$ cat config.mk
export PLATFORM = sky130hd
export DESIGN_NAME = inst_fetch
export DESIGN_NICKNAME = d
export VERILOG_FILES = /design/src/rtl/riscv_pkg.sv /design/src/rtl/fetch_buf.sv /design/src/rtl/inst_fetch.sv
export SDC_FILE = /design/constraint.sdc
export NUM_CORES = 1
export LEC_CHECK = 0
export ABC_AREA = 1
export CORE_ASPECT_RATIO = 0.9
export CORE_MARGIN = 1.5
export CORE_UTILIZATION = 60
export CTS_CLUSTER_DIAMETER = 100
export DETAILED_ROUTE_END_ITERATION = 6
export DONT_BUFFER_PORTS = 1
export PLACE_DENSITY_LB_ADDON = 0.25
export SYNTH_ARGS = -nofsm -noshare
export SYNTH_HDL_FRONTEND = slang
export SYNTH_HIERARCHICAL = 1
export SYNTH_SLANG_ARGS = --single-unit
$ cat constraint.sdc
create_clock -name clk -period 3.8 [get_ports clk]
set_clock_uncertainty 0.05 [all_clocks]
set_input_delay 0.38 -clock clk [delete_from_list [all_inputs] [get_ports clk]]
set_output_delay 0.38 -clock clk [all_outputs]
set_load 0.005 [all_outputs]
$ cat src/rtl/riscv_pkg.sv
// riscv_pkg: shared fetch-stage types and parameter defaults.
// Used by inst_fetch and fetch_buf.
package riscv_pkg;

    localparam int          XLEN_DEF         = 32;
    localparam logic [31:0] RESET_VECTOR_DEF = 32'h0000_0000;

    typedef enum logic [1:0] {
        IDLE,
        REQ,
        WAIT,
        KILL
    } fetch_state_e;

endpackage

$ cat src/rtl/fetch_buf.sv
// fetch_buf: one-entry instruction/PC holding buffer toward decode.
// Flush beats load, load beats pop.
module fetch_buf
    import riscv_pkg::*;
#(
    parameter int XLEN = XLEN_DEF
) (
    input  logic            clk,
    input  logic            rst,
    input  logic            load_i,
    input  logic            pop_i,
    input  logic            flush_i,
    input  logic [XLEN-1:0] inst_i,
    input  logic [XLEN-1:0] pc_i,
    output logic            valid_o,
    output logic [XLEN-1:0] inst_o,
    output logic [XLEN-1:0] pc_o
);

    logic            valid_q, valid_d;
    logic [XLEN-1:0] inst_q, inst_d;
    logic [XLEN-1:0] pc_q, pc_d;

    always_comb begin
        valid_d = valid_q;
        inst_d  = inst_q;
        pc_d    = pc_q;
        if (pop_i) begin
            valid_d = 1'b0;
        end
        if (load_i) begin
            valid_d = 1'b1;
            inst_d  = inst_i;
            pc_d    = pc_i;
        end
        if (flush_i) begin
            valid_d = 1'b0;
        end
    end

    always_ff @(posedge clk or posedge rst) begin
        if (rst) begin
            valid_q <= 1'b0;
            inst_q  <= '0;
            pc_q    <= '0;
        end else begin
            valid_q <= valid_d;
            inst_q  <= inst_d;
            pc_q    <= pc_d;
        end
    end

    assign valid_o = valid_q;
    assign inst_o  = inst_q;
    assign pc_o    = pc_q;

endmodule

$ cat src/rtl/inst_fetch.sv
// inst_fetch: single-outstanding instruction fetch with redirect/kill.
// Define INST_FETCH_MISALIGN_EN to add if_misalign and align imem_addr.
module inst_fetch
    import riscv_pkg::*;
#(
    parameter int              XLEN         = XLEN_DEF,
    parameter logic [XLEN-1:0] RESET_VECTOR = XLEN'(RESET_VECTOR_DEF)
) (
    input  logic            clk,
    input  logic            rst,
    output logic            imem_req_valid,
    input  logic            imem_req_ready,
    output logic [XLEN-1:0] imem_addr,
    input  logic            imem_resp_valid,
    input  logic [XLEN-1:0] imem_resp_data,
    output logic            if_valid,
    input  logic            if_ready,
    output logic [XLEN-1:0] if_inst,
    output logic [XLEN-1:0] if_pc,
    input  logic            redirect_valid,
    input  logic [XLEN-1:0] redirect_pc
`ifdef INST_FETCH_MISALIGN_EN
    ,
    output logic            if_misalign
`endif
);

    fetch_state_e    state_q, state_d;
    logic [XLEN-1:0] pc_q, pc_d;
    logic            buf_load;
    logic            buf_flush;
    logic            buf_pop;
    logic            buf_free;
    logic            in_flight;

    assign buf_pop  = if_valid && if_ready;
    assign buf_free = !if_valid || if_ready;

    // A request the memory still owes a response for after this edge.
    assign in_flight =
        ((state_q == REQ) && imem_req_ready) ||
        (((state_q == WAIT) || (state_q == KILL)) && !imem_resp_valid);

    always_comb begin
        state_d   = state_q;
        pc_d      = pc_q;
        buf_load  = 1'b0;
        buf_flush = 1'b0;
        unique case (state_q)
            IDLE: begin
                if (buf_free) begin
                    state_d = REQ;
                end
            end
            REQ: begin
                if (imem_req_ready) begin
                    state_d = WAIT;
                end
            end
            WAIT: begin
                if (imem_resp_valid) begin
                    buf_load = 1'b1;
                    pc_d     = pc_q + XLEN'(4);
                    // Freshly loaded buffer is occupied next cycle.
                    state_d  = IDLE;
                end
            end
            KILL: begin
                if (imem_resp_valid) begin
                    state_d = REQ;
                end
            end
        endcase
        if (redirect_valid) begin
            pc_d      = redirect_pc;
            buf_load  = 1'b0;
            buf_flush = 1'b1;
            state_d   = in_flight ? KILL : REQ;
        end
    end

    always_ff @(posedge clk or posedge rst) begin
        if (rst) begin
            state_q <= IDLE;
            pc_q    <= RESET_VECTOR;
        end else begin
            state_q <= state_d;
            pc_q    <= pc_d;
        end
    end

    fetch_buf #(
        .XLEN(XLEN)
    ) u_buf (
        .clk    (clk),
        .rst    (rst),
        .load_i (buf_load),
        .pop_i  (buf_pop),
        .flush_i(buf_flush),
        .inst_i (imem_resp_data),
        .pc_i   (pc_q),
        .valid_o(if_valid),
        .inst_o (if_inst),
        .pc_o   (if_pc)
    );

    assign imem_req_valid = (state_q == REQ);

`ifdef INST_FETCH_MISALIGN_EN
    assign imem_addr   = {pc_q[XLEN-1:2], 2'b00};
    assign if_misalign = if_valid && (if_pc[1:0] != 2'b00);
`else
    assign imem_addr   = pc_q;
`endif

endmodule

==> flow_summary.json <==
{
  "h-tree-depth": 3,
  "clkPwrFrac": 0.207,
  "critical_path_class": "flop to flop",
  "cts-root-buf": "clkbuf_8",
  "grt_max_degree": 66,
  "comb_power_share": 0.214,
  "hp-class": "primary input to flop",
  "leakage_uw": 0.00269,
  "ir_drop_mv": 0.328,
  "r2r-start": "state_q[0]",
  "syn-num-nets": 737,
  "p_sw_uw": 1210,
  "rows": 31,
  "place_ws_ns": 1.44,
  "hold_depth": 2,
  "ctsResizeCount": 0,
  "finalInstanceArea_sq_um": 5260,
  "synth-seq-area-share": 0.489,
  "synth_mux_area_frac": 0,
  "place_congestion": 0.921,
  "synthCells": 661,
  "drive_above_1_share": 0.0814,
  "max_freq_mhz": 416,
  "portBuffers": 0,
  "cts_sinks": 99,
  "worstPathMaxFanout": 11,
  "die_y_um": 90.2,
  "final_nets": 734,
  "cp-end-kind": "flop",
  "seq_power_share": 0.579,
  "synth_warnings": 6,
  "clkLatencyLatePin_ns": 0.37,
  "yosys.area_share.simple": 0.372,
  "hpwl_um": 8920,
  "coreArea_sq_um": 8110,
  "path_clk_slew_ns": 0.10,
  "power.density_nw_per_um2": 601,
  "synth_cell_types": 32,
  "die_area_sq_um": 9010,
  "relSlewSlack": 0.303,
  "min_period_ns": 2.40,
  "maxCapViolations": 0,
  "cp-start-kind": "flop",
  "synthAdderAreaFrac": 0.0148,
  "grt_pass1_vias": 4146,
  "crit_arrival_ns": 2.62,
  "r2r_end": "imem_addr[31]",
  "cts_tree": "built",
  "area_growth_pct": 3.78,
  "io_pins": 168,
  "fin_util": 0.649,
  "worstPathRequired_ns": 4.01,
  "antenna_left": 0,
  "dpl_cell_area_sq_um": 5040,
  "antennaDiodeCount": 0,
  "fillers": 731,
  "synth_compound_area_frac": 0.0390,
  "die_x_um": 99.9,
  "synth_seq_cells": 99,
  "cts_made_buffers": 9,
  "reg2reg_depth": 10,
  "slew_violations": 0,
  "hold_violations": 0,
  "vias_per_cell": 5.49,
  "start_util": 0.625,
  "synth_area_sq_um": 5070,
  "synth_top_family_by_area": "simple AND/OR/NAND/NOR gates",
  "drt-total-wl_um": 12400,
  "grt_usage": 0.282,
  "avgSynthCellArea_sq_um": 7.67,
  "overflow": 0,
  "grt_pass1_wl_um": 20200,
  "tns_ns": 0,
  "cts.path.max_buffers": 2,
  "swShare": 0.382,
  "rsz0062_at_grt": "no",
  "drc": 0,
  "min_to": "u_buf/inst_o[8]",
  "layout_setup_ws_ns": 1.40,
  "wl_per_cell_um": 16.2,
  "finalSetupViolCount": 0,
  "synthXorXnorAreaFrac": 0.0156,
  "firstDrtPassIters": 5,
  "hp-start": "imem_resp_data[8]",
  "vias": 4187,
  "p_int_uw": 1960,
  "antenna_found_initial": 0,
  "total_power_uw": 3160,
  "finalCritPeriodShare": 0.633,
  "drt_iter0_drc": 209,
  "status": "complete, no violations",
  "worst_pin_slew_ns": 1.04,
  "worst-r2r-setup-slack_ns": 1.40
}
[synth_stat cells]
cell type  count  area share
nand2_1      342        0.25
dfrtp_1       99        0.49
nor2_1        40       0.030
inv_1         39       0.029
nand3_1       38       0.038
o21ai_0       12       0.012
buf_6         11       0.024
nor2_2        10       0.012
nor2_4         9       0.020
xor2_1         8       0.014
ha_1           6       0.015
nand2_2        6      0.0074
a21oi_1        5      0.0049
buf_2          4      0.0040
o211ai_1       4      0.0059
inv_2          3      0.0022
o21bai_1       3      0.0044
buf_4          2      0.0030
clkbuf_1       2      0.0015
clkbuf_8       2      0.0054
nand2_4        2      0.0044
nand4_1        2      0.0025
o21ai_1        2      0.0020
o221ai_1       2      0.0035
a22o_1         1      0.0017
a22oi_1        1      0.0015
nor3b_1        1      0.0015
nor3b_2        1      0.0025
o21a_1         1      0.0015
o311ai_1       1      0.0017
or2_2          1      0.0012
xnor2_1        1      0.0017
[cell usage in the layout, fill, tap and decap left out, types with 4 or more instances in the layout]
cell type	count
a21oi_1	5
buf_4	5
clkbuf_8	10
dfrtp_1	99
ha_1	6
inv_1	38
inv_2	4
nand2_1	342
nand2_2	6
nand3_1	38
nor2_1	40
nor2_2	9
nor2_4	10
o211ai_1	4
o21ai_0	12
xor2_1	8
[state kept, by name, summed over array words and instances, names as in the netlist]
| signal | flops |
|---|---|
| imem_addr | 32 |
| state_q | 2 |
| u_buf/inst_o | 32 |
| u_buf/pc_o | 32 |
| u_buf/valid_o | 1 |
[power by group through the flow]
| stage | Clock (uW) | Sequential, uW | Combinational (uW) |
|---|---|---|---|
| after global routing | 711 | 1880 | 807 |
| after CTS | 671 | 1840 | 681 |
| after global placement | 0 | 1840 | 627 |
| after floorplan | 0 | 1740 | 580 |
| after detailed placement | 0 | 1850 | 678 |
| final | 655 | 1830 | 676 |
[metal layers]
layer | part of all wire | vias to the layer above | GRT usage
li1 | - | 2035 | -
met1 | 0.41 | 1972 | 0.354
met2 | 0.49 | 162 | 0.468
met4 | 0.017 | 0 | 0.0857
met3 | 0.083 | 18 | 0.0863
met5 | 0 | - | 0
[metrics by stage]
stage | std cells | hold WS [ns]
finish | 762 | 0.0753
global route | 762 | 0.0593
CTS | 762 | 0.0616
detailed placement | 744 | 0.333
global placement | 744 | 0.317
floorplan | 661 | 0.393
[repair_timing]
item                      CTS  global route
hold endpoints to repair   65             0
setup buffers               0             0
hold buffers                2             0
[logic make-up after synthesis]
group,count (synthesis)
AO/OA/AOI/OAI,32
flip-flops,99
AND/OR/NAND/NOR,452
XOR/XNOR,9
adder cells (fa/ha/maj),6
buffers and inverters,63
[final cells by class]
type / count / area [sq um] / area share
Tap cell: 99 / 124 / 0.0236
Multi-Input combinational cell: 499 / 2240 / 0.427
Clock inverter: 6 / 61.3 / 0.0117
Inverter: 42 / 158 / 0.0300
Sequential cell: 99 / 2480 / 0.471
Timing Repair Buffer: 7 / 57.6 / 0.0109
Clock buffer: 10 / 138 / 0.0262
[worst max-delay path, cell delays in order (launching register included)]
cell and delay (ns):
dfrtp_1 0.42, inv_1 0.09, ha_1 0.22, nand2_2 0.12
inv_1 0.11, nor2_1 0.57, inv_1 0.33, o21ai_0 0.18
inv_1 0.07, nand2_1 0.07, nand2_1 0.05
[how the worst max path moves through the flow]
stage               slack, ns               end  startpoint  cells past startpoint
global placement         1.58     u_buf/valid_o  state_q[0]                      7
finish                   1.40     imem_addr[31]  state_q[0]                     10
detailed placement       1.44  u_buf/inst_o[25]  state_q[0]                      8
global route             1.18   u_buf/inst_o[2]  state_q[0]                      8
floorplan                1.74   u_buf/inst_o[0]         rst                      1
CTS                      1.42     imem_addr[31]  state_q[0]                     10
Note: power is estimated with default switching activity, not from simulation.
